--- src/rtl/pipe_pkg.sv ---
// Shared definitions for the pipeline stage register: FSM state encoding
// and the default payload / counter widths.
package pipe_pkg;

  localparam int DEF_DATA_W = 96;
  localparam int DEF_CTRL_W = 8;
  localparam int DEF_CNT_W  = 16;

  // EMPTY: nothing held; BUSY: main entry valid; FULL: main and skid valid.
  typedef enum logic [1:0] {
    ST_EMPTY = 2'd0,
    ST_BUSY  = 2'd1,
    ST_FULL  = 2'd2
  } state_t;

endpackage

--- src/rtl/pipe_entry.sv ---
// One storage slot of the stage: valid flag plus control and data payload.
// clr_all wipes everything, load captures a new instruction, clr_ctrl
// invalidates the slot while keeping the data payload for observation.
module pipe_entry
  import pipe_pkg::*;
#(
  parameter int DATA_W = DEF_DATA_W,
  parameter int CTRL_W = DEF_CTRL_W
) (
  input  logic              clk,
  input  logic              clr_all,
  input  logic              load,
  input  logic              clr_ctrl,
  input  logic [CTRL_W-1:0] d_ctrl,
  input  logic [DATA_W-1:0] d_data,
  output logic              valid,
  output logic [CTRL_W-1:0] q_ctrl,
  output logic [DATA_W-1:0] q_data
);

  // Slot update: squash beats load, load beats invalidate.
  always_ff @(posedge clk) begin
    if (clr_all) begin
      valid  <= 1'b0;
      q_ctrl <= '0;
      q_data <= '0;
    end else if (load) begin
      valid  <= 1'b1;
      q_ctrl <= d_ctrl;
      q_data <= d_data;
    end else if (clr_ctrl) begin
      valid  <= 1'b0;
      q_ctrl <= '0;
    end
  end

endmodule

--- src/rtl/pipe_stage_reg.sv ---
// Valid/ready pipeline stage register with a two-entry skid buffer so that
// in_ready is purely registered. Supports flush (bubble insertion), keeps
// control bits at zero while the stage is empty, and counts bubble cycles.
module pipe_stage_reg
  import pipe_pkg::*;
#(
  parameter int DATA_W = DEF_DATA_W,
  parameter int CTRL_W = DEF_CTRL_W,
  parameter int CNT_W  = DEF_CNT_W
) (
  input  logic              clk,
  input  logic              rst,
  input  logic              flush,
  input  logic              in_valid,
  output logic              in_ready,
  input  logic [CTRL_W-1:0] in_ctrl,
  input  logic [DATA_W-1:0] in_data,
  output logic              out_valid,
  input  logic              out_ready,
  output logic [CTRL_W-1:0] out_ctrl,
  output logic [DATA_W-1:0] out_data,
  output logic [CNT_W-1:0]  bubble_cnt
);

  localparam logic [CNT_W-1:0] CNT_MAX = '1;
  localparam logic [CNT_W-1:0] CNT_ONE = {{(CNT_W-1){1'b0}}, 1'b1};

  state_t state, state_nxt;

  logic              clr_all;
  logic              main_load, main_clr_ctrl, main_from_skid;
  logic              skid_load, skid_clr_ctrl;
  logic              main_valid, skid_valid;
  logic [CTRL_W-1:0] main_d_ctrl, skid_ctrl;
  logic [DATA_W-1:0] main_d_data, skid_data;

  assign clr_all     = rst | flush;
  assign main_d_ctrl = main_from_skid ? skid_ctrl : in_ctrl;
  assign main_d_data = main_from_skid ? skid_data : in_data;

  // The skid slot is occupied exactly in FULL, so its flag is a registered ready.
  assign in_ready  = ~skid_valid;
  assign out_valid = main_valid;

  // State register; reset and flush both return the stage to EMPTY.
  always_ff @(posedge clk) begin
    if (rst || flush) begin
      state <= ST_EMPTY;
    end else begin
      state <= state_nxt;
    end
  end

  // Next-state and slot control: decides where each incoming word lands.
  always_comb begin
    state_nxt      = state;
    main_load      = 1'b0;
    main_clr_ctrl  = 1'b0;
    main_from_skid = 1'b0;
    skid_load      = 1'b0;
    skid_clr_ctrl  = 1'b0;
    unique case (state)
      ST_EMPTY: begin
        if (in_valid) begin
          main_load = 1'b1;
          state_nxt = ST_BUSY;
        end
      end
      ST_BUSY: begin
        if (in_valid && out_ready) begin
          main_load = 1'b1;
        end else if (in_valid) begin
          skid_load = 1'b1;
          state_nxt = ST_FULL;
        end else if (out_ready) begin
          main_clr_ctrl = 1'b1;
          state_nxt     = ST_EMPTY;
        end
      end
      ST_FULL: begin
        if (out_ready) begin
          main_load      = 1'b1;
          main_from_skid = 1'b1;
          skid_clr_ctrl  = 1'b1;
          state_nxt      = ST_BUSY;
        end
      end
      default: begin
        state_nxt = ST_EMPTY;
      end
    endcase
  end

  pipe_entry #(
    .DATA_W(DATA_W),
    .CTRL_W(CTRL_W)
  ) u_main (
    .clk     (clk),
    .clr_all (clr_all),
    .load    (main_load),
    .clr_ctrl(main_clr_ctrl),
    .d_ctrl  (main_d_ctrl),
    .d_data  (main_d_data),
    .valid   (main_valid),
    .q_ctrl  (out_ctrl),
    .q_data  (out_data)
  );

  pipe_entry #(
    .DATA_W(DATA_W),
    .CTRL_W(CTRL_W)
  ) u_skid (
    .clk     (clk),
    .clr_all (clr_all),
    .load    (skid_load),
    .clr_ctrl(skid_clr_ctrl),
    .d_ctrl  (in_ctrl),
    .d_data  (in_data),
    .valid   (skid_valid),
    .q_ctrl  (skid_ctrl),
    .q_data  (skid_data)
  );

  // Saturating count of cycles where downstream was ready but we had nothing.
  always_ff @(posedge clk) begin
    if (rst) begin
      bubble_cnt <= '0;
    end else if (out_ready && !main_valid && (bubble_cnt != CNT_MAX)) begin
      bubble_cnt <= bubble_cnt + CNT_ONE;
    end
  end

endmodule

--- config.mk ---
export PLATFORM = sky130hd
export DESIGN_NAME = pipe_stage_reg
export DESIGN_NICKNAME = d
export VERILOG_FILES = /design/src/rtl/pipe_pkg.sv /design/src/rtl/pipe_entry.sv /design/src/rtl/pipe_stage_reg.sv
export SDC_FILE = /design/constraint.sdc
export NUM_CORES = 1
export LEC_CHECK = 0
export ABC_AREA = 1
export CORE_MARGIN = 1
export CORE_UTILIZATION = 60
export DETAILED_ROUTE_END_ITERATION = 6
export DONT_BUFFER_PORTS = 1
export PLACE_DENSITY = 0.72
export SYNTH_ARGS = -nofsm -noshare
export SYNTH_HDL_FRONTEND = slang
export SYNTH_SLANG_ARGS = --single-unit
--- constraint.sdc ---
create_clock -name clk -period 3.53 [get_ports clk]
set_clock_uncertainty 0.05 [all_clocks]
set_input_delay 0.353 -clock clk [delete_from_list [all_inputs] [get_ports clk]]
set_output_delay 0.353 -clock clk [all_outputs]
set_load 0.02 [all_outputs]
# Word-level counts from Yosys, hierarchy flattened
# Cells that the tools add are included.
dict set report word_totals {
  register_bits 228
  out_inout_bits 122
  wordCells 53
}
dict set report classes {
  n_addsub 1
  eq_ne 7
  n_mux 26
  bitwise_logic 2
  reduce_logical 9
}
# operator count
set op_table {}
lappend op_table {{$mux W96} 1}
lappend op_table {{$mux W8} 5}
lappend op_table {{$add A16 B1 Y16 const B} 1}
lappend op_table {{$ne A16 B16 Y1 const B} 1}
lappend op_table {{$mux W1} 13}
lappend op_table {{$mux W2} 5}
lappend op_table {{$ne A2 B2 Y1 const B} 3}
lappend op_table {{$pmux W2 S3} 1}
lappend op_table {{$reduce_and A4 Y1} 1}
lappend op_table {{$reduce_bool A2 Y1} 2}
lappend op_table {{$logic_and A1 B1 Y1} 3}
lappend op_table {{$ne A3 B3 Y1 const B} 1}
lappend op_table {{$pmux W1 S3} 1}
lappend op_table {{$eq A2 B1 Y1 const B} 1}
lappend op_table {{$eq A2 B2 Y1 const B} 1}
lappend op_table {{$logic_not A2 Y1} 1}
lappend op_table {{$logic_not A1 Y1} 1}
lappend op_table {{$logic_or A1 B1 Y1} 1}
lappend op_table {{$not A1 Y1} 1}
lappend op_table {{$or A1 B1 Y1} 1}

# Logic depth before layout (Yosys ltp)
# Gate-level depths: netlist of run 1.
dict set report depth {
  ltp_word 6
  ltp_mapped 9
  mapped_depth_nobuf 9
}

# Cells and area by module
# Synthesis of run 1 repeated with hierarchy kept, for this count alone.
dict set report hier_totals {
  hier_cells 1428
  hier_area_um2 9883.2
}
# module instances cells_each area_per_inst_um2 seq_area_each_um2
set modules_own_cells {}
lappend modules_own_cells {pipe_entry 2 455 3769.9 2102.0}
lappend modules_own_cells {pipe_stage_reg 1 518 2343.5 360.3}

# Worst setup path after synthesis of run 1
# OpenSTA, ideal clock, no wires.
dict set report synth_timing {
  path_kind {register -> register}
  from {reg bubble_cnt[0]}
  to {reg bubble_cnt[4]}
  arrival_time_ns 1.476
  t_required_ns 3.365
  slack_ns 1.888
  stages_incl_launch_ff 8
  path_cell_list {dfxtp_1 > ha_1 > inv_1 > nor2_1 > nand4_1 > buf_2 > a21oi_1 > nor2_1}
}
dict set report synth_via {
  elab_chain_cells 2
  word_cells_on_any_way 3
}
# item line_no
set synth_rtl {}
lappend synth_rtl {{from (decl)} pipe_stage_reg.sv:22} ;# output logic [CNT_W-1:0] bubble_cnt
lappend synth_rtl {{from (signal assigned)} pipe_stage_reg.sv:129} ;# bubble_cnt <= bubble_cnt + CNT_ONE;
lappend synth_rtl {{parallel branches: the longest is 2 deep, another holds $add A16 B1 Y16} --}
# Parallel ways; which one is timed is not known.
# A chain may end at the register's enable or synchronous reset.

# Worst setup path in the final report of run 1
dict set report layout_timing {
  from {reg state[0]}
  to {reg u_main.q_data[39]}
}
dict set report layout_via {
  elab_chain_cells 3
  word_cells_on_any_way 6
}
# item line_no
set layout_rtl {}
lappend layout_rtl {{from (decl)} pipe_stage_reg.sv:28} ;# state_t state, state_nxt;
lappend layout_rtl {{from (signal assigned)} pipe_stage_reg.sv:50} ;# state <= state_nxt;
lappend layout_rtl {{$eq A2 B2 Y1} pipe_stage_reg.sv:62} ;# unique case (state)
lappend layout_rtl {{$mux W1} pipe_stage_reg.sv:62}
lappend layout_rtl {{$mux W96} pipe_stage_reg.sv:39} ;# assign main_d_data = main_from_skid ? skid_data : in_data;
lappend layout_rtl {{to (signal assigned)} pipe_entry.sv:30} ;# q_data <= d_data;
lappend layout_rtl {{to (decl)} pipe_entry.sv:18} ;# output logic [DATA_W-1:0] q_data
# Parallel ways exist; a longest one is shown, timed or not.

==> impl_metrics.py, run 1 <==
metrics = {
    "clock_tree": {
        "cts_inserted_buffers": 24,
        "path_clk_slew_ps": 60,
        "clockBufferDepth": 3,
        "cts_tree": "yes",
        "cts_setup_buffers": 0,
        "cts-root-buf": "clkbuf_16",
        "cts_sinks": 228,
        "htree_levels": 1,
        "insertion_delay_ps": 510,
    },
    "floorplan": {
        "rows": 45,
        "dieArea_um2": 16300,
        "die_h_um": 128,
        "floorplan.core_area_um2": 15300,
        "die_x_um": 128,
        "start_util_pct": 62.0,
        "io_pins": 231,
    },
    "global_route": {
        "grt_pass1_vias": 7689,
        "grt_max_degree": 158,
        "antenna_found_initial": 1,
        "grt_pass1_wl_mm": 37.2,
        "grt_usage_pct": 27.5,
        "grt.overflow.total": 0,
    },
    "final_layout": {
        "final_cells": 1607,
        "final_nets": 1489,
        "fillers": 1224,
        "final_cell_mix": "nand2_1, dfxtp_1, nor2_1, a21oi_1, inv_1",
        "syn2layout_area_growth_pct": 19.3,
        "layout_commonest_cell": "nand2_1",
        "drive_gt1_share_pct": 4.37,
    },
    "power": {
        "p_int_mw": 4.23,
        "power.net_switching_mw": 1.30,
        "comb_power_share_pct": 7.1,
        "p_sw_share_pct": 23.5,
        "clkPwrFrac_pct": 43.7,
        "seqPwrFrac_pct": 49.2,
        "power_density_nw_per_um2": 487,
        "peakVddDrop_mv": 0.422,
        "p_leak_nw": 4.35,
    },
    "synth": {
        "yosysSeqAreaShare_pct": 48.0,
        "synth_area_um2": 9500,
        "synth-async-reset-ratio_pct": 0,
        "syn-instance-count": 1327,
        "synth_flop_cell": "dfxtp_1",
        "avgSynthCellArea_um2": 7.16,
        "ys_ff_latch": 228,
        "syn-num-nets": 1437,
        "yosysWarnings": 0,
        "synth-edff-count": 0,
        "synth.distinct_cells": 23,
    },
    "critical_path": {
        "endpoint_kind": "register",
        "cp_cell_sequence": "inv_2 -> nor2_2 -> inv_2 -> a21oi_4 -> buf_4 -> nand2_1 -> a21oi_1",
        "cp_data_required_time_ps": 3900,
        "setup.worst_path.class": "register to register",
        "cp_slowest_cell": "buf_4",
        "worstPathArrival_ps": 2560,
        "crit_family": "buffers and inverters",
        "cp_num_buf_inv": 3,
        "crit_fanout": 105,
        "max_stage_delay_ps": 840,
        "start_kind": "register",
        "path_common_cell": "inv_2",
    },
    "sta": {
        "tightest_slew_ps": 1160,
        "fin_crit_sh_pct": 61.9,
        "setup_viol": 0,
        "hold_violations": 0,
        "max_freq_mhz": 458,
        "drv_slew": 0,
        "relSlewSlack_pct": 23.0,
        "fin_setup_tns_ps": 0,
        "final.min_clock_period_ps": 2180,
        "rsz0062_at_grt": "no",
    },
    "placed_design": {
        "gp_congestion": 0.833,
        "portBuffers": 0,
        "hpwlAfterDp_mm": 13.1,
        "dp.cells": 1458,
    },
    "routing": {
        "drt_wl_total_mm": 22.8,
        "num_vias": 8496,
        "first_pass_iters": 5,
        "ant_nets": 0,
        "viasPerCell": 5.29,
        "wl_per_cell_um": 14.2,
        "drt_iter0_markers": 518,
        "drc": 0,
    },
    "hold_path": {
        "hp-class": "primary input to register",
    },
    "flow_run": {
        "drv_cap": 0,
    },
    "status": {
        "outcome": "finished, final reports clean",
    },
}
repair_timing:
item,4_1_cts,5_1_grt
resized for setup,0,0
hold buffers,106,0
hold endpoints to repair,106,0
worst min-delay path, stage by stage:
cell and delay (ps):
nand2_1 40, nand2_1 50, nand2_1 60, a21oi_1 50
layer usage:
layer	part of all wire (%)	track usage, %	vias to the layer above
li1	-	-	4401
met1	44	36.1	3781
met2	45	43.6	269
met3	8.2	8.22	45
met4	3.0	8.79	0
met5	0	0	-
power groups by stage:
| stage | clock network, mW | registers, mW | logic, mW |
|---|---|---|---|
| 2_1_floorplan | 0 | 2.76 | 0.235 |
| 3_3_place_gp | 0 | 2.77 | 0.283 |
| 3_5_place_dp | 0 | 2.77 | 0.287 |
| 4_1_cts | 2.46 | 2.72 | 0.387 |
| 5_1_grt | 2.57 | 2.72 | 0.439 |
| 6_report | 2.42 | 2.72 | 0.390 |
state kept, by name, summed over array words and instances (netlist names):
signal,flops
bubble_cnt,16
u_skid.valid,1
state,2
u_main.valid,1
u_main.q_ctrl,8
u_skid.q_ctrl,8
u_main.q_data,96
u_skid.q_data,96
logic make-up after synthesis:
| group | after synthesis | share of synthesized area, % |
|---|---|---|
| and+or+nand+nor | 561 | 23.0 |
| AOI/OAI and AO/OA | 321 | 19.6 |
| DFF | 228 | 48.0 |
| buffers and inverters | 216 | 9.27 |
| adders and majority gates | 1 | 0.132 |
final timing paths:
| check | startpoint | end | slack (ps) | depth (start not counted) |
|---|---|---|---|---|
| worst min register to register | u_skid.q_data[81]$_SDFFE_PP0P_ | u_skid.q_data[81]$_SDFFE_PP0P_ | 410 | 2 |
| worst max register to register | state[0]$_SDFFE_PP0P_ | u_main.q_data[39]$_SDFFE_PP0P_ | 1350 | 7 |
| worst max-delay path | state[0]$_SDFFE_PP0P_ | u_main.q_data[39]$_SDFFE_PP0P_ | 1350 | 7 |
| worst min-delay path | in_ctrl[1] | u_main.q_ctrl[1]$_SDFFE_PP0P_ | 40 | 4 |
area by class of cell:
class / count / area, µm² / share of cell area [%]
diodes: 1 / 2.50 / 0.0221
inverters: 123 / 468 / 4.13
flip-flops and latches: 228 / 4560 / 40.3
clock buffers: 37 / 741 / 6.54
clock inverters: 5 / 25.0 / 0.221
well taps: 211 / 264 / 2.33
multi-input cells: 883 / 4060 / 35.8
repair buffers: 119 / 1210 / 10.7
metrics by stage:
stage	setup slack (ps)	hold slack, ps	power, mW	util [%]	instance area [µm²]
4_1_cts	1400	27.7	5.56	74.0	11300
6_report	1350	43.2	5.52	74.0	11300
2_1_floorplan	1890	375	2.99	-	9500
5_1_grt	1140	46.4	5.73	74.0	11300
3_5_place_dp	1400	379	3.06	62.1	9500
3_3_place_gp	1470	377	3.06	62.1	9500
synthesized netlist by cell type, types with 2 or more instances:
library cell / n / share of area, %
buf_2: 32 / 1.7
a211oi_1: 96 / 7.6
nand3_1: 34 / 1.8
nor3_1: 3 / 0.16
clkbuf_1: 52 / 2.1
o21ai_0: 97 / 5.1
inv_2: 5 / 0.20
dfxtp_1: 228 / 48
buf_4: 8 / 0.63
inv_1: 118 / 4.7
nor2_2: 2 / 0.13
nand2_1: 373 / 15
nand4_1: 5 / 0.33
nor2_1: 139 / 5.5
a21oi_1: 127 / 6.7
(Power assumes the default switching activity.)
==> run 2: changes to the inputs <==
==> constraint.sdc (replaced) <==
create_clock -name clk -period 2.2 [get_ports clk]
set_clock_uncertainty 0.05 [all_clocks]
set_input_delay 0.22 -clock clk [delete_from_list [all_inputs] [get_ports clk]]
set_output_delay 0.22 -clock clk [all_outputs]
set_load 0.02 [all_outputs]
==> run 2 against run 1 <==
Global-route usage shrank 0.59 points. Die area stayed put. Non-clock buffer count grew 6. Total power is 58% higher. Flip-flop and latch count stayed put. Hold slack better by 34 ps. Core utilization is 0.31 points higher. Critical path type unchanged.
==> impl_metrics.py, run 2 (synthesized netlist as in run 1, its figures left out) <==
metrics = {
    "critical_path": {
        "cp_num_buf_inv": 1,
        "endpoint_kind": "register",
        "r2r_start": "bubble_cnt[0]$_SDFFE_PP0P_",
        "crit_fanout": 5,
        "crit_family": "simple AND/OR/NAND/NOR gates",
        "worstPathArrival_ps": 2150,
        "timing.rr.end": "bubble_cnt[12]$_SDFFE_PP0P_",
        "path_common_cell": "nor2_1",
        "cp_cell_sequence": "ha_1 -> inv_1 -> nor2_1 -> nand2_1 -> nor2_1 -> nand4_1 -> nand2_1 -> nor2_1",
        "start_kind": "register",
        "max_stage_delay_ps": 510,
        "setup.worst_path.class": "register to register",
        "r2r_slack_ps": 400,
        "cp_data_required_time_ps": 2540,
        "cp_slowest_cell": "dfxtp_1",
        "reg2reg_depth": 8,
    },
    "sta": {
        "rsz0062_at_grt": "no",
        "drv_slew": 0,
        "hold_violations": 0,
        "final.min_clock_period_ps": 1800,
        "setup_viol": 0,
        "relSlewSlack_pct": 61.3,
        "fin_crit_sh_pct": 82.0,
        "max_freq_mhz": 554,
        "fin_setup_tns_ps": 0,
        "tightest_slew_ps": 580,
    },
    "global_route": {
        "grt_max_degree": 158,
        "grt_pass1_vias": 7619,
        "antenna_found_initial": 0,
        "grt.overflow.total": 0,
        "grt_usage_pct": 27.0,
        "grt_pass1_wl_mm": 36.6,
    },
    "floorplan": {
        "io_pins": 231,
        "die_x_um": 128,
        "floorplan.core_area_um2": 15300,
        "start_util_pct": 62.0,
        "rows": 45,
        "dieArea_um2": 16300,
        "die_h_um": 128,
    },
    "routing": {
        "drt_iter0_markers": 606,
        "num_vias": 8561,
        "wl_per_cell_um": 14.1,
        "first_pass_iters": 6,
        "ant_nets": 0,
        "viasPerCell": 5.31,
        "drt_wl_total_mm": 22.7,
        "drc": 0,
    },
    "final_layout": {
        "multi_input_area_um2": 4060,
        "final_area_um2": 11400,
        "drive_gt1_share_pct": 4.50,
        "layout_commonest_cell": "nand2_1",
        "final_cell_mix": "nand2_1, dfxtp_1, nor2_1, a21oi_1, inv_1",
        "final_nets": 1495,
        "fillers": 1201,
        "insertedDiodeCount": 0,
        "seqCellArea_um2": 4560,
        "syn2layout_area_growth_pct": 19.8,
        "reg_top3": "u_main.q_data (96), u_skid.q_data (96), bubble_cnt (16)",
    },
    "hold_path": {
        "holdPathEnd": "bubble_cnt[2]$_SDFFE_PP0P_",
        "min_from": "rst",
        "hp-class": "primary input to register",
        "hold_depth": 3,
    },
    "placed_design": {
        "hpwlAfterDp_mm": 13.1,
        "portBuffers": 0,
        "gp_congestion": 0.878,
        "placed_area_um2": 9590,
    },
    "clock_tree": {
        "clockBufferDepth": 3,
        "path_clk_slew_ps": 60,
        "cts-root-buf": "clkbuf_16",
        "cts_sinks": 228,
        "cts_tree": "yes",
        "insertion_delay_ps": 500,
        "cts_inserted_buffers": 24,
        "cts_setup_buffers": 0,
        "htree_levels": 1,
    },
    "status": {
        "outcome": "finished, final reports clean",
    },
    "power": {
        "p_leak_nw": 4.37,
        "peakVddDrop_mv": 0.559,
        "power_density_nw_per_um2": 767,
    },
    "flow_run": {
        "drv_cap": 0,
    },
}
[run 2: per-stage QoR]
step	setup slack, ps	power (mW)	hold WS, ps	utilization, %	cells
6_report	395	8.72	76.8	74.3	1611
5_1_grt	261	9.03	108	74.3	1611
4_1_cts	441	8.79	55.1	74.3	1611
3_5_place_dp	455	4.92	249	62.6	1463
3_3_place_gp	500	4.91	244	62.6	1463
2_1_floorplan	558	4.80	242	-	1327
[run 2: worst max-delay path by stage]
stage	from	endpoint	slack, ps	depth (start not counted)
4_1_cts	bubble_cnt[0]$_SDFFE_PP0P_	bubble_cnt[12]$_SDFFE_PP0P_	440	8
3_3_place_gp	bubble_cnt[0]$_SDFFE_PP0P_	bubble_cnt[12]$_SDFFE_PP0P_	500	8
6_report	bubble_cnt[0]$_SDFFE_PP0P_	bubble_cnt[12]$_SDFFE_PP0P_	400	8
5_1_grt	bubble_cnt[0]$_SDFFE_PP0P_	bubble_cnt[12]$_SDFFE_PP0P_	260	8
3_5_place_dp	bubble_cnt[0]$_SDFFE_PP0P_	bubble_cnt[12]$_SDFFE_PP0P_	460	8
2_1_floorplan	bubble_cnt[0]$_SDFFE_PP0P_	bubble_cnt[4]$_SDFFE_PP0P_	560	7
[run 2: cell type report]
cell class | count | area share, %
repair buffers | 125 | 11.5
inverters | 123 | 4.11
clock buffers | 34 | 5.97
flip-flops and latches | 228 | 40.1
clock inverters | 7 | 0.341
multi-input cells | 883 | 35.7
well taps | 211 | 2.32
[run 2: tightest hold or removal path, cell delays in order]
cell and delay [ps]:
inv_1 190, nand2_1 140, nor2_1 30
[run 2: layer usage]
layer	GRT usage, %	up-vias	share of wire [%]
met2	44.4	279	46
met4	8.93	0	2.9
met5	0	-	0
li1	-	4418	-
met1	33.9	3814	42
met3	7.85	50	8.5
[run 2: report_power, final]
| part | switching [mW] | internal [mW] |
|---|---|---|
| sequential | 0.145 | 4.21 |
| combinational | 0.373 | 0.273 |
| clock | 1.58 | 2.14 |
| total | 2.10 | 6.63 |
[run 2: repair_timing]
action / in CTS / in global routing
hold buffers: 107 / 0
setup endpoints to repair: 0 / 0
hold endpoints to repair: 209 / 0
resized for setup: 0 / 0
==> run 3: changes to the inputs <==
--- a/config.mk
+++ b/config.mk
@@ -7,10 +7,10 @@
 export LEC_CHECK = 0
 export ABC_AREA = 1
 export CORE_MARGIN = 1
-export CORE_UTILIZATION = 60
+export CORE_UTILIZATION = 57
 export DETAILED_ROUTE_END_ITERATION = 6
 export DONT_BUFFER_PORTS = 1
-export PLACE_DENSITY = 0.72
+export PLACE_DENSITY = 0.71
 export SYNTH_ARGS = -nofsm -noshare
 export SYNTH_HDL_FRONTEND = slang
 export SYNTH_SLANG_ARGS = --single-unit
==> constraint.sdc (replaced) <==
create_clock -name clk -period 1.5 [get_ports clk]
set_clock_uncertainty 0.05 [all_clocks]
set_input_delay 0.15 -clock clk [delete_from_list [all_inputs] [get_ports clk]]
set_output_delay 0.15 -clock clk [all_outputs]
set_load 0.02 [all_outputs]
==> run 3 against run 2 <==
The flow now finishes with violations (negative setup slack). Maximum frequency increased by 20%. Die area increased by 5.2%. Clock power increased by 52%. Largest cell class unchanged.
==> impl_metrics.py, run 3 (synthesized netlist as in run 1, its figures left out) <==
metrics = {
    "critical_path": {
        "max_stage_delay_ps": 330,
        "reg2reg_depth": 9,
        "cp_cell_sequence": "inv_2 -> nor2_4 -> inv_2 -> a21oi_4 -> buf_4 -> buf_12 -> clkbuf_16 -> nand2_1 -> a21oi_1",
        "setup.worst_path.class": "register to register",
        "path_common_cell": "inv_2",
        "cp_slowest_cell": "dfxtp_2",
        "timing.rr.end": "u_main.q_data[25]$_SDFFE_PP0P_",
        "worstPathArrival_ps": 1890,
        "cp_data_required_time_ps": 1890,
        "endpoint_kind": "register",
        "crit_fanout": 11,
        "start_kind": "register",
        "r2r_slack_ps": -0.07,
        "r2r_start": "state[0]$_SDFFE_PP0P_",
    },
    "final_layout": {
        "final_nets": 1551,
        "reg_top3": "u_main.q_data (96), u_skid.q_data (96), bubble_cnt (16)",
        "final_util_pct": 78.4,
        "layout_commonest_cell": "nand2_1",
        "syn2layout_area_growth_pct": 32.5,
        "fillers": 1080,
        "final_cell_mix": "nand2_1, dfxtp_1, nor2_1, inv_1, a21oi_1",
        "insertedDiodeCount": 0,
        "final_area_um2": 12600,
        "drive_gt1_share_pct": 12.8,
    },
    "hold_path": {
        "holdPathEnd": "state[0]$_SDFFE_PP0P_",
        "hp-class": "primary input to register",
        "min_from": "out_ready",
        "hold_depth": 4,
    },
    "sta": {
        "fin_ws_ps": -0.0744,
        "fin_setup_tns_ps": -0.0744,
        "fin_crit_sh_pct": 100,
        "drv_slew": 0,
        "setup_viol": 1,
        "tightest_slew_ps": 474,
        "rsz0062_at_grt": "yes",
        "max_freq_mhz": 667,
        "relSlewSlack_pct": 68.4,
        "hold_violations": 0,
        "final.min_clock_period_ps": 1500,
    },
    "power": {
        "p_sw_share_pct": 24.3,
        "comb_power_share_pct": 9.5,
        "power.net_switching_mw": 3.23,
        "p_leak_nw": 4.90,
        "clkPwrFrac_pct": 42.5,
        "p_int_mw": 10.1,
        "seqPwrFrac_pct": 48.0,
        "peakVddDrop_mv": 0.936,
        "power_density_nw_per_um2": 1060,
    },
    "routing": {
        "ant_nets": 0,
        "first_pass_iters": 4,
        "drt_iter0_markers": 585,
        "drt_wl_total_mm": 26.7,
        "drc": 0,
        "num_vias": 9158,
        "wl_per_cell_um": 15.9,
        "viasPerCell": 5.47,
    },
    "clock_tree": {
        "clockBufferDepth": 3,
        "cts-root-buf": "clkbuf_16",
        "cts_tree": "yes",
        "cts_sinks": 228,
        "path_clk_slew_ps": 60,
        "cts_inserted_buffers": 24,
        "htree_levels": 1,
        "insertion_delay_ps": 510,
    },
    "placed_design": {
        "placed_area_um2": 10000,
        "gp_congestion": 0.844,
        "portBuffers": 0,
        "hpwlAfterDp_mm": 14.3,
    },
    "global_route": {
        "grt_usage_pct": 26.8,
        "grt_pass1_wl_mm": 38.9,
        "grt.overflow.total": 0,
        "grt_max_degree": 87,
        "grt_pass1_vias": 8209,
        "antenna_found_initial": 0,
    },
    "floorplan": {
        "floorplan.core_area_um2": 16100,
        "start_util_pct": 59.2,
        "die_h_um": 131,
        "die_x_um": 131,
        "rows": 46,
        "io_pins": 231,
        "dieArea_um2": 17200,
    },
    "flow_run": {
        "drv_cap": 0,
    },
    "status": {
        "outcome": "finished, violations left",
        "violations": "negative setup slack",
    },
}
==> run 3: changes by cell type in the layout (fill, tap and decap cells not counted), sizes merged <==
| cell | previous run | this run |
|---|---|---|
| clkbuf | 34 | 50 |
| buf | 18 | 60 |
==> run 3: layer usage <==
metal	track usage [%]	vias up	share of wire, %
met5	0	-	0
met4	8.17	0	2.3
li1	-	4536	-
met2	46.5	308	49
met3	6.48	57	7.2
met1	32.7	4257	41
==> run 3: area by class of cell <==
cell class	count	area [µm²]	area share, %
inverters	123	494	3.93
multi-input cells	883	4290	34.1
clock buffers	37	721	5.72
well taps	216	270	2.15
flip-flops and latches	228	4590	36.4
clock inverters	6	30.0	0.238
repair inverters	1	8.76	0.0696
repair buffers	180	2190	17.4
==> run 3: per-stage QoR <==
step           hold slack (ps)  setup WS, ps  power, mW  cells
4_1_cts                  0.889         -8.48       13.1   1656
3_3_place_gp               165          5.54       7.30   1506
2_1_floorplan              164         0.226       7.05   1327
5_1_grt                   17.2         -98.3       13.7   1674
3_5_place_dp               166          6.13       7.31   1506
6_report                  6.31       -0.0744       13.3   1674
==> run 3: worst max path at each step <==
stage | startpoint | endpoint | slack (ps)
floorplan | bubble_cnt[4]$_SDFFE_PP0P_ | bubble_cnt[4]$_SDFFE_PP0P_ | 0.2
global placement | state[0]$_SDFFE_PP0P_ | u_main.q_data[89]$_SDFFE_PP0P_ | 6
detailed placement | state[1]$_SDFFE_PP0P_ | u_main.q_data[41]$_SDFFE_PP0P_ | 6
CTS | state[0]$_SDFFE_PP0P_ | u_main.q_data[72]$_SDFFE_PP0P_ | -8
global route | state[0]$_SDFFE_PP0P_ | u_main.q_data[30]$_SDFFE_PP0P_ | -100
finish | state[0]$_SDFFE_PP0P_ | u_main.q_data[25]$_SDFFE_PP0P_ | -0.07
==> run 3: power by group through the flow <==
stage / combinational [mW] / clock [mW] / sequential [mW]
floorplan: 0.553 / 0 / 6.49
global placement: 0.789 / 0 / 6.51
detailed placement: 0.796 / 0 / 6.51
CTS: 1.04 / 5.70 / 6.38
global route: 1.36 / 5.94 / 6.39
finish: 1.26 / 5.65 / 6.38
==> run 3: critical path, delay by kind of cell (launching register included) <==
family	cells	cell delay, ps
buf+inv	5	580
flops	1	330
simple gates	2	140
compound gates	2	310
==> run 3: repair_timing <==
| action | CTS | global route |
|---|---|---|
| pin swaps | 0 | 10 |
| gates resized for setup | 4 | 84 |
| hold buffers | 107 | 0 |
| gates cloned | 0 | 15 |
| setup endpoints to repair | 6 | 194 |
| buffers inserted | 0 | 3 |
| hold endpoints to repair | 225 | 0 |
